### src/rtl/pipelined_cla_addsub.sv
// Pipelined carry-lookahead adder/subtractor. The operand is split into STAGES
// segments, one segment is added per stage, and valid bits travel with the data.
module pipelined_cla_addsub #(
    parameter int WIDTH  = 32,
    parameter int BLOCK  = 4,
    parameter int STAGES = 2
) (
    input  logic             clk,
    input  logic             rst_n,
    input  logic             in_valid,
    output logic             in_ready,
    input  logic [WIDTH-1:0] input_a,
    input  logic [WIDTH-1:0] input_b,
    input  logic             sub,
    input  logic             carry_in,
    output logic             out_valid,
    input  logic             out_ready,
    output logic [WIDTH-1:0] output_c,
    output logic             carry_out,
    output logic             overflow,
    output logic             zero
);

    localparam int SEG    = WIDTH / STAGES;
    localparam int GROUPS = SEG / BLOCK;

    if (STAGES < 1 || STAGES > WIDTH / BLOCK || (WIDTH % (STAGES * BLOCK)) != 0) begin : g_param_check
        $error("pipelined_cla_addsub: WIDTH must be a multiple of STAGES*BLOCK and STAGES in 1..WIDTH/BLOCK");
    end

    // One segment: groups of BLOCK bits with full lookahead, group carries rippled.
    // Returns {carry out of segment, segment sum}.
    function automatic logic [SEG:0] cla_segment(
        input logic [SEG-1:0] a_i,
        input logic [SEG-1:0] b_i,
        input logic           cin_i
    );
        logic [SEG-1:0] gen;
        logic [SEG-1:0] prop;
        logic [SEG:0]   carry;
        logic           chain;
        logic           term;
        gen   = a_i & b_i;
        prop  = a_i ^ b_i;
        carry = {(SEG+1){1'b0}};
        carry[0] = cin_i;
        for (int grp = 0; grp < GROUPS; grp++) begin
            for (int i = 0; i < BLOCK; i++) begin
                chain = carry[grp*BLOCK];
                for (int j = 0; j <= i; j++) begin
                    chain = chain & prop[grp*BLOCK+j];
                end
                for (int j = 0; j <= i; j++) begin
                    term = gen[grp*BLOCK+j];
                    for (int m = j + 1; m <= i; m++) begin
                        term = term & prop[grp*BLOCK+m];
                    end
                    chain = chain | term;
                end
                carry[grp*BLOCK+i+1] = chain;
            end
        end
        return {carry[SEG], prop ^ carry[SEG-1:0]};
    endfunction

    logic             adv_s;
    logic [WIDTH-1:0] b_eff_s;
    logic             cin_eff_s;

    for (genvar k = 0; k < STAGES; k++) begin : g_stage
        // Operand bits still needed from this stage onwards.
        localparam int IN_W = WIDTH - k * SEG;

        logic [IN_W-1:0]        src_a_s;
        logic [IN_W-1:0]        src_b_s;
        logic                   src_c_s;
        logic                   src_v_s;
        logic [SEG:0]           seg_s;
        logic [(k+1)*SEG-1:0]   res_next_s;
        logic [(k+1)*SEG-1:0]   res_d;
        logic [(k+1)*SEG-1:0]   res_q;
        logic                   vld_d;
        logic                   vld_q;
        logic                   cy_d;
        logic                   cy_q;

        if (k == 0) begin : g_src
            // Stage 0 takes operands and carry directly from the input side
            always_comb begin
                src_a_s = input_a;
                src_b_s = b_eff_s;
                src_c_s = cin_eff_s;
                src_v_s = in_valid & adv_s;
            end
        end else begin : g_src
            // Later stages take skewed operands and carry from the previous register
            always_comb begin
                src_a_s = g_stage[k-1].g_fwd.opa_q;
                src_b_s = g_stage[k-1].g_fwd.opb_q;
                src_c_s = g_stage[k-1].cy_q;
                src_v_s = g_stage[k-1].vld_q;
            end
        end

        // Add this stage's segment and append it above the completed low segments
        always_comb begin
            seg_s = cla_segment(src_a_s[SEG-1:0], src_b_s[SEG-1:0], src_c_s);
        end

        if (k == 0) begin : g_res
            // First segment has nothing below it
            always_comb begin
                res_next_s = seg_s[SEG-1:0];
            end
        end else begin : g_res
            // Completed low segments ride along so all segments exit together
            always_comb begin
                res_next_s = {seg_s[SEG-1:0], g_stage[k-1].res_q};
            end
        end

        // Load from predecessor on advance, otherwise hold
        always_comb begin
            if (adv_s) begin
                vld_d = src_v_s;
                cy_d  = seg_s[SEG];
                res_d = res_next_s;
            end else begin
                vld_d = vld_q;
                cy_d  = cy_q;
                res_d = res_q;
            end
        end

        // Stage valid, carry and partial result registers
        always_ff @(posedge clk or negedge rst_n) begin
            if (!rst_n) begin
                vld_q <= 1'b0;
                cy_q  <= 1'b0;
                res_q <= {((k+1)*SEG){1'b0}};
            end else begin
                vld_q <= vld_d;
                cy_q  <= cy_d;
                res_q <= res_d;
            end
        end

        if (k < STAGES - 1) begin : g_fwd
            localparam int FW = IN_W - SEG;

            logic [FW-1:0] opa_d;
            logic [FW-1:0] opa_q;
            logic [FW-1:0] opb_d;
            logic [FW-1:0] opb_q;

            // Forward the not-yet-added operand bits one more stage
            always_comb begin
                if (adv_s) begin
                    opa_d = src_a_s[IN_W-1:SEG];
                    opb_d = src_b_s[IN_W-1:SEG];
                end else begin
                    opa_d = opa_q;
                    opb_d = opb_q;
                end
            end

            // Skewed operand registers
            always_ff @(posedge clk or negedge rst_n) begin
                if (!rst_n) begin
                    opa_q <= {FW{1'b0}};
                    opb_q <= {FW{1'b0}};
                end else begin
                    opa_q <= opa_d;
                    opb_q <= opb_d;
                end
            end
        end

        if (k == STAGES - 1) begin : g_last
            logic ovf_d;
            logic ovf_q;

            // Carry into the MSB is recovered as sum ^ a ^ b at that bit
            always_comb begin
                if (adv_s) begin
                    ovf_d = seg_s[SEG] ^ seg_s[SEG-1] ^ src_a_s[SEG-1] ^ src_b_s[SEG-1];
                end else begin
                    ovf_d = ovf_q;
                end
            end

            // Overflow flag register
            always_ff @(posedge clk or negedge rst_n) begin
                if (!rst_n) begin
                    ovf_q <= 1'b0;
                end else begin
                    ovf_q <= ovf_d;
                end
            end
        end
    end

    // Global advance and add/subtract operand conditioning
    always_comb begin
        adv_s     = out_ready | ~g_stage[STAGES-1].vld_q;
        b_eff_s   = sub ? ~input_b : input_b;
        cin_eff_s = carry_in ^ sub;
    end

    assign in_ready  = adv_s;
    assign out_valid = g_stage[STAGES-1].vld_q;
    assign output_c  = g_stage[STAGES-1].res_q;
    assign carry_out = g_stage[STAGES-1].cy_q;
    assign overflow  = g_stage[STAGES-1].g_last.ovf_q;
    assign zero      = (g_stage[STAGES-1].res_q == {WIDTH{1'b0}});

endmodule
### config.mk
export PLATFORM = sky130hd
export DESIGN_NAME = pipelined_cla_addsub
export DESIGN_NICKNAME = d
export VERILOG_FILES = /design/src/rtl/pipelined_cla_addsub.sv
export SDC_FILE = /design/constraint.sdc
export NUM_CORES = 1
export LEC_CHECK = 0
export CAP_MARGIN = 20
export CORE_MARGIN = 4
export CORE_UTILIZATION = 45
export DETAILED_ROUTE_END_ITERATION = 8
export GPL_TIMING_DRIVEN = 1
export HOLD_SLACK_MARGIN = 0.06
export PLACE_DENSITY = 0.73
export SYNTH_ARGS = -nofsm -noshare
export SYNTH_HDL_FRONTEND = slang
export SYNTH_SLANG_ARGS = --single-unit
### constraint.sdc
create_clock -name clk -period 9.2 [get_ports clk]
set_input_delay 0.92 -clock clk [delete_from_list [all_inputs] [get_ports clk]]
set_output_delay 0.92 -clock clk [all_outputs]
set_load 0.03 [all_outputs]
==> results of run 1 <==
[Yosys cell counts]
master     instances
nor4b_1            1
nor2_1            18
or3_1              6
ha_1              40
and2_1             7
xor2_2             1
xor2_1            23
a2111oi_1          1
a31o_1             6
and3_1             1
o211ai_1           1
a2111oi_0          1
nor4_1             8
nor3_1             6
nor2b_4            1
o21a_1            12
buf_4              7
buf_6              2
nand2b_1           9
a31oi_1            1
buf_2             12
o41ai_1            1
inv_1             14
nand4_1            3
fa_1               8
nand3b_1           1
nor2b_1            3
o21ai_0           29
a211oi_1           2
xnor2_1           22
nand3_1            2
clkbuf_1           2
nand2_1          133
o31ai_1            6
mux2_2             1
a21oi_1           18
dfrtp_1           85
[cells by family (layout without fill, tap and decap cells)]
kind of cell | count (synthesis) | count (layout)
buf+inv | 37 | 140
compound gates | 78 | 78
fa+ha+maj | 48 | 48
mux | 1 | 1
xor+xnor | 46 | 46
flops | 85 | 85
simple gates | 199 | 199
[routing by layer]
metal / GRT usage / part of all wire / vias up
li1: - / - / 1846
met1: 0.206 / 0.45 / 1702
met2: 0.292 / 0.49 / 84
met3: 0.0317 / 0.045 / 10
met4: 0.0509 / 0.014 / 0
met5: 0 / 0 / -
[cell type report]
class / count / area share
Clock buffer: 10 / 0.0227
Clock inverter: 6 / 0.00763
Inverter: 14 / 0.00866
Multi-Input combinational cell: 372 / 0.400
Sequential cell: 85 / 0.351
Tap cell: 136 / 0.0280
Timing Repair Buffer: 110 / 0.182
[critical path, cell delays in order]
cell and delay (ns):
buf_2 0.08, buf_4 0.46, xor2_1 0.25, ha_1 0.27, ha_1 0.19, o21a_1 0.19, o21a_1 0.19, o21ai_0 0.26
nand2b_1 0.11, ha_1 0.19, o21a_1 0.20, o21a_1 0.19, o21ai_0 0.25, nand2b_1 0.10, ha_1 0.18, o21a_1 0.19
o21a_1 0.19, o21ai_0 0.28, nand2b_1 0.11, ha_1 0.19, o21ai_0 0.20, a21oi_1 0.14, a211oi_1 0.25, a21oi_1 0.06
[report_power, final]
part	switching [W]	internal [W]	total, W
Combinational	0.000317	0.000257	0.000574
Clock	0.000134	0.000107	0.000241
Sequential	0.0000835	0.000478	0.000561
Total	0.000535	0.000842	0.00138
[per-stage QoR]
step / utilization / hold slack (ns) / cell area [µm²]
after floorplan: - / 0.430 / 4750
after global placement: 0.567 / 0.447 / 5860
after detailed placement: 0.567 / 0.459 / 5860
after CTS: 0.585 / 0.480 / 6040
after global routing: 0.588 / 0.506 / 6070
final: 0.588 / 0.478 / 6070
[state kept, by name, summed over array words and instances (netlist names)]
| name | count |
|---|---|
| g_stage.g_fwd.opb_q | 16 |
| g_stage.cy_q | 1 |
| g_stage.g_fwd.opa_q | 16 |
| g_stage.res_q | 16 |
| g_stage.vld_q | 1 |
| overflow | 1 |
| carry_out | 1 |
| output_c | 32 |
| out_valid | 1 |
[final timing paths]
| path | slack [ns] | start | cells past startpoint | to |
|---|---|---|---|---|
| max | 3.70 | sub | 24 | g_stage[0].cy_q |
| min | 0.48 | g_stage[0].res_q[1] | 2 | output_c[1] |
| max reg2reg | 4.35 | g_stage[0].g_fwd.opa_q[0] | 21 | overflow |
| min reg2reg | 0.48 | g_stage[0].res_q[1] | 2 | output_c[1] |
| max in group asynchronous | 8.06 | rst_n | 2 | g_stage[0].res_q[2] |
| min in group asynchronous | 0.53 | rst_n | 1 | output_c[16] |
[placed cells by master, fill, tap and decap left out, drive strengths merged, types with 7 or more instances in the layout]
master / instances
and2: 7
nand2b: 9
o21a: 12
nor4: 8
o21ai: 29
ha: 40
a21oi: 18
inv: 15
clkbuf: 10
nor2: 18
xor2: 24
nand2: 133
fa: 8
dfrtp: 85
xnor2: 22
clkdlybuf4s50: 104
==> flow_summary.ini, run 1 <==
[drt]
wire_per_inst_um = 13.6
viasPerCell = 4.97
drt_first_pass_iters = 4
route.antenna.remaining_nets = 0
dr_total_vias = 3642
drt-initial-drc-count = 227
wl_um = 9990
drc_errors = 0

[final_layout]
area_growth_pct = 27.7
nNetsFinal = 710
multiInputGateArea_um2 = 2430
fin_cells = 733
nFillCells = 890
layout.area.seq_um2 = 2130
diodes = 0
drive_above_1_share = 0.0436

[floorplanning]
die-area_um2 = 12300
rows = 37
fp.dieW_um = 111
pin_count = 107
coreArea_um2 = 10300
die_h_um = 111
initial_utilization = 0.460

[timing]
rsz0062_at_grt = false
finalMaxSlewViolations = 0
fin_crit_sh = 0.597
fin_ws_ns = 3.70
hold_viol_final = 0
max_slew_margin = 0.423
fin_worst_skew_ns = 0.0157
max_freq_ghz = 0.182
period_needed_ns = 5.50
finalSetupTns_ns = 0
setup_viol = 0
worst_pin_slew_ns = 0.865

[logic_synthesis]
synth_top_area_cell = dfrtp_1
yosysSeqAreaShare = 0.448
ys_seq_elements = 85
synth_area_um2 = 4750
yosysTopAreaCellShare = 0.448
synthDistinctLibCells = 37
synth_area_leaders = dfrtp_1 (45%), ha_1 (11%), nand2_1 (11%)
synth_cells = 494
synth_top_family_by_area = simple AND/OR/NAND/NOR gates
synth_fa_ha_area_frac = 0.139
synth-compound-area-share = 0.101
synthSimpleGateAreaFrac = 0.183
yosys_warnings = 0
synth.net_count = 612
synth_xor_area_frac = 0.0864
avgSynthCellArea_um2 = 9.62
synthMuxAreaShare = 0.00237

[flow_run]
max-cap-violations = 0

[worst_setup_path]
cp-end-kind = flop
crit_type = in2reg
arrival_ns = 5.69
critical_path.max_fanout = 33
critPathLaunchType = input port
critical_path_required_ns = 9.40

[cts]
cts_buffer_depth = 2
clock-sinks = 85
ctsHoldBuffers = 0
clk_pin_slew_ns = 0.09
cts_htree_levels = 3
clk_latency_ns = 0.34
cts_root_buf = clkbuf_8
cts_tree = built
cts-resized-gates = 0
cts_setup_buffers = 0
cts_buffers = 9

[placement]
gp_congestion = 0.789
dp_hpwl_um = 7280
place_inst = 716
pre_cts_ws_ns = 3.32
io_buffers = 106

[power]
leakage_nw = 2.75
power_density_nw_per_um2 = 227
fin_total_pwr_w = 0.00138
vdd_ir_drop_max_v = 0.000109

[global_route]
grt_overflow = 0
grt_first_pass_wirelength_um = 16900
grt_pass1_vias = 3626
antenna_found_initial = 0
grt_start_max_net_pins = 98
grtUsageTotal = 0.166

[run_status]
status = complete, no violations

[worst_hold_path]
hold_path_class = reg2reg
Note: power is estimated with default switching activity, not from simulation.
==> run 2, diff against run 1 <==
==> constraint.sdc (replaced) <==
create_clock -name clk -period 5.5 [get_ports clk]
set_input_delay 0.55 -clock clk [delete_from_list [all_inputs] [get_ports clk]]
set_output_delay 0.55 -clock clk [all_outputs]
set_load 0.03 [all_outputs]
==> run 2 against run 1 <==
  * Register-to-register slack got worse by 3.7 ns
  * Sequential power increased by 67%
  * Utilization is 0.39 points higher
  * Via count is 0.22% lower
  * Largest cell class unchanged
  * Largest power group unchanged
==> flow_summary.ini, run 2 (synthesis gave the netlist of run 1 again) <==
[drt]
wl_met3_um = 628
drt-initial-drc-count = 159
viasPerCell = 4.96
highest_layer = met5
wl_um = 10400
drc_errors = 0
drt_first_pass_iters = 5
wire_per_inst_um = 14.1
wirelength_met1_um = 4520
dr_total_vias = 3634
route.antenna.remaining_nets = 0
wl_met2_um = 5010

[final_layout]
drive_above_1_share = 0.0402
fin_util = 0.592
final_cell_mix = nand2_1 (133), clkdlybuf4s50_1 (104), dfrtp_1 (85), ha_1 (40), o21ai_0 (29)
layout_commonest_cell = nand2_1
area_growth_pct = 28.5
largest_reg_flops = 32
nFillCells = 898
diodes = 0
nNetsFinal = 711

[cts]
clk_pin_slew_ns = 0.08
clock-sinks = 85
cts_tree = built
clk_latency_ns = 0.34
cts_root_buf = clkbuf_8
cts_htree_levels = 3
cts_buffer_depth = 2
cts_buffers = 9

[placement]
pre_cts_ws_ns = 0.174
dp_hpwl_um = 7580
io_buffers = 106
gp_congestion = 0.784

[worst_setup_path]
critical_path.cell_chain = clkdlybuf4s50_1 -> xor2_1 -> ha_1 -> ha_1 -> o21a_1 -> o21a_1 -> o21ai_0 -> nand2b_1 -> ha_1 -> o21a_1 -> o21a_1 -> o21ai_0 -> nand2b_1 -> ha_1 -> o21a_1 -> o21a_1 -> o21ai_0 -> nand2b_1 -> ha_1 -> o21ai_0 -> a21oi_1 -> a211oi_1 -> a21oi_1
cp-end-kind = flop
critical_path_required_ns = 5.70
slowest_delay_ns = 0.47
critPathLaunchType = input port
crit_type = in2reg
arrival_ns = 5.11
cp_num_buf_inv = 1
cp_top_family = compound AO/OA/AOI/OAI gates
critical_path.max_fanout = 3
cpMaxStageDelayCell = clkdlybuf4s50_1
crit_path_frequent_cell = o21a_1

[global_route]
grtUsageTotal = 0.172
grt_start_max_net_pins = 98
antenna_found_initial = 1
grt_pass1_vias = 3604
grt_first_pass_wirelength_um = 17400
grt_overflow = 0

[power]
vdd_ir_drop_max_v = 0.000173
leakage_nw = 2.77
power_density_nw_per_um2 = 390

[timing]
rsz0062_at_grt = false
finalSetupTns_ns = 0
setup_viol = 0
max_slew_margin = 0.408
fin_ws_ns = 0.588
max_freq_ghz = 0.204
hold_viol_final = 0
fin_worst_skew_ns = 0.0109
period_needed_ns = 4.91
fin_crit_sh = 0.893
worst_pin_slew_ns = 0.889
finalMaxSlewViolations = 0

[floorplanning]
rows = 37
fp.dieW_um = 111
die_h_um = 111
coreArea_um2 = 10300
initial_utilization = 0.460
pin_count = 107
die-area_um2 = 12300

[flow_run]
max-cap-violations = 0

[run_status]
status = complete, no violations

[worst_hold_path]
hold_path_class = reg2reg
-- run 2: cell count changes in the layout (fill, tap and decap cells not counted) --
| cell | change |
|---|---|
| bufinv_16 | +2 |
| clkbuf_1 | +1 |
| clkinv_4 | -2 |
| clkinvlp_4 | -1 |
| dlygate4sd3_1 | +1 |
| inv_6 | -1 |
-- run 2: worst register-to-register path, delay by kind of cell (launching register included) --
kind | cells | cell delay (ns)
adders and majority gates | 5 | 1.13
muxes | 1 | 0.36
AOI/OAI and AO/OA | 10 | 2.14
DFF | 1 | 0.38
and+or+nand+nor | 5 | 0.78
-- run 2: layer usage --
layer  global-route usage  vias up
met4               0.0624        2
li1                     -     1834
met1                0.222     1698
met5                    0        -
met2                0.283       84
met3               0.0420       16
-- run 2: power breakdown --
group          switching [W]  total (W)  internal (W)
logic               0.000537   0.000968      0.000431
clock network       0.000211   0.000476      0.000265
registers           0.000136   0.000935      0.000800
total               0.000883    0.00238       0.00150
-- run 2: worst paths after layout --
check | start | endpoint | slack [ns] | depth (start not counted)
setup / recovery | input_b[0] | g_stage[0].cy_q | 0.59 | 23
setup reg to reg | g_stage[0].g_fwd.opa_q[0] | overflow | 0.66 | 21
max in group asynchronous | rst_n | output_c[29] | 4.32 | 3
min in group asynchronous | rst_n | output_c[14] | 0.58 | 2
hold reg to reg | g_stage[0].res_q[3] | output_c[3] | 0.47 | 2
hold / removal | g_stage[0].res_q[3] | output_c[3] | 0.47 | 2
-- run 2: layout make-up --
type / instances / area, µm² / share of cell area
clock buffers: 11 / 141 / 0.0232
multi-input cells: 372 / 2430 / 0.398
clock inverters: 4 / 72.6 / 0.0119
well taps: 136 / 170 / 0.0279
flip-flops and latches: 85 / 2130 / 0.348
inverters: 14 / 52.6 / 0.00860
repair buffers: 111 / 1110 / 0.182
-- run 2: metrics by stage --
| stage | area (µm²) | hold slack, ns | power (W) | cells |
|---|---|---|---|---|
| finish | 6110 | 0.471 | 0.00238 | 733 |
| global route | 6110 | 0.498 | 0.00255 | 733 |
| CTS | 6070 | 0.423 | 0.00241 | 731 |
| detailed placement | 5860 | 0.452 | 0.00192 | 716 |
| global placement | 5860 | 0.446 | 0.00189 | 716 |
| floorplan | 4750 | 0.254 | 0.00153 | 494 |
-- run 2: what timing repair did --
action / in CTS / in global routing
buffers inserted: 0 / 0
endpoints found under the setup margin: 0 / 0
hold endpoints to repair: 0 / 9
gates resized for setup: 0 / 0
hold buffers: 0 / 1
==> run 3, diff against run 2 <==
--- a/config.mk
+++ b/config.mk
@@ -15,3 +15,4 @@
 export SYNTH_ARGS = -nofsm -noshare
 export SYNTH_HDL_FRONTEND = slang
 export SYNTH_SLANG_ARGS = --single-unit
+export TNS_END_PERCENT = 10
==> results of run 3 <==
The final DEF is identical to that of run 2; final timing and power are the same.
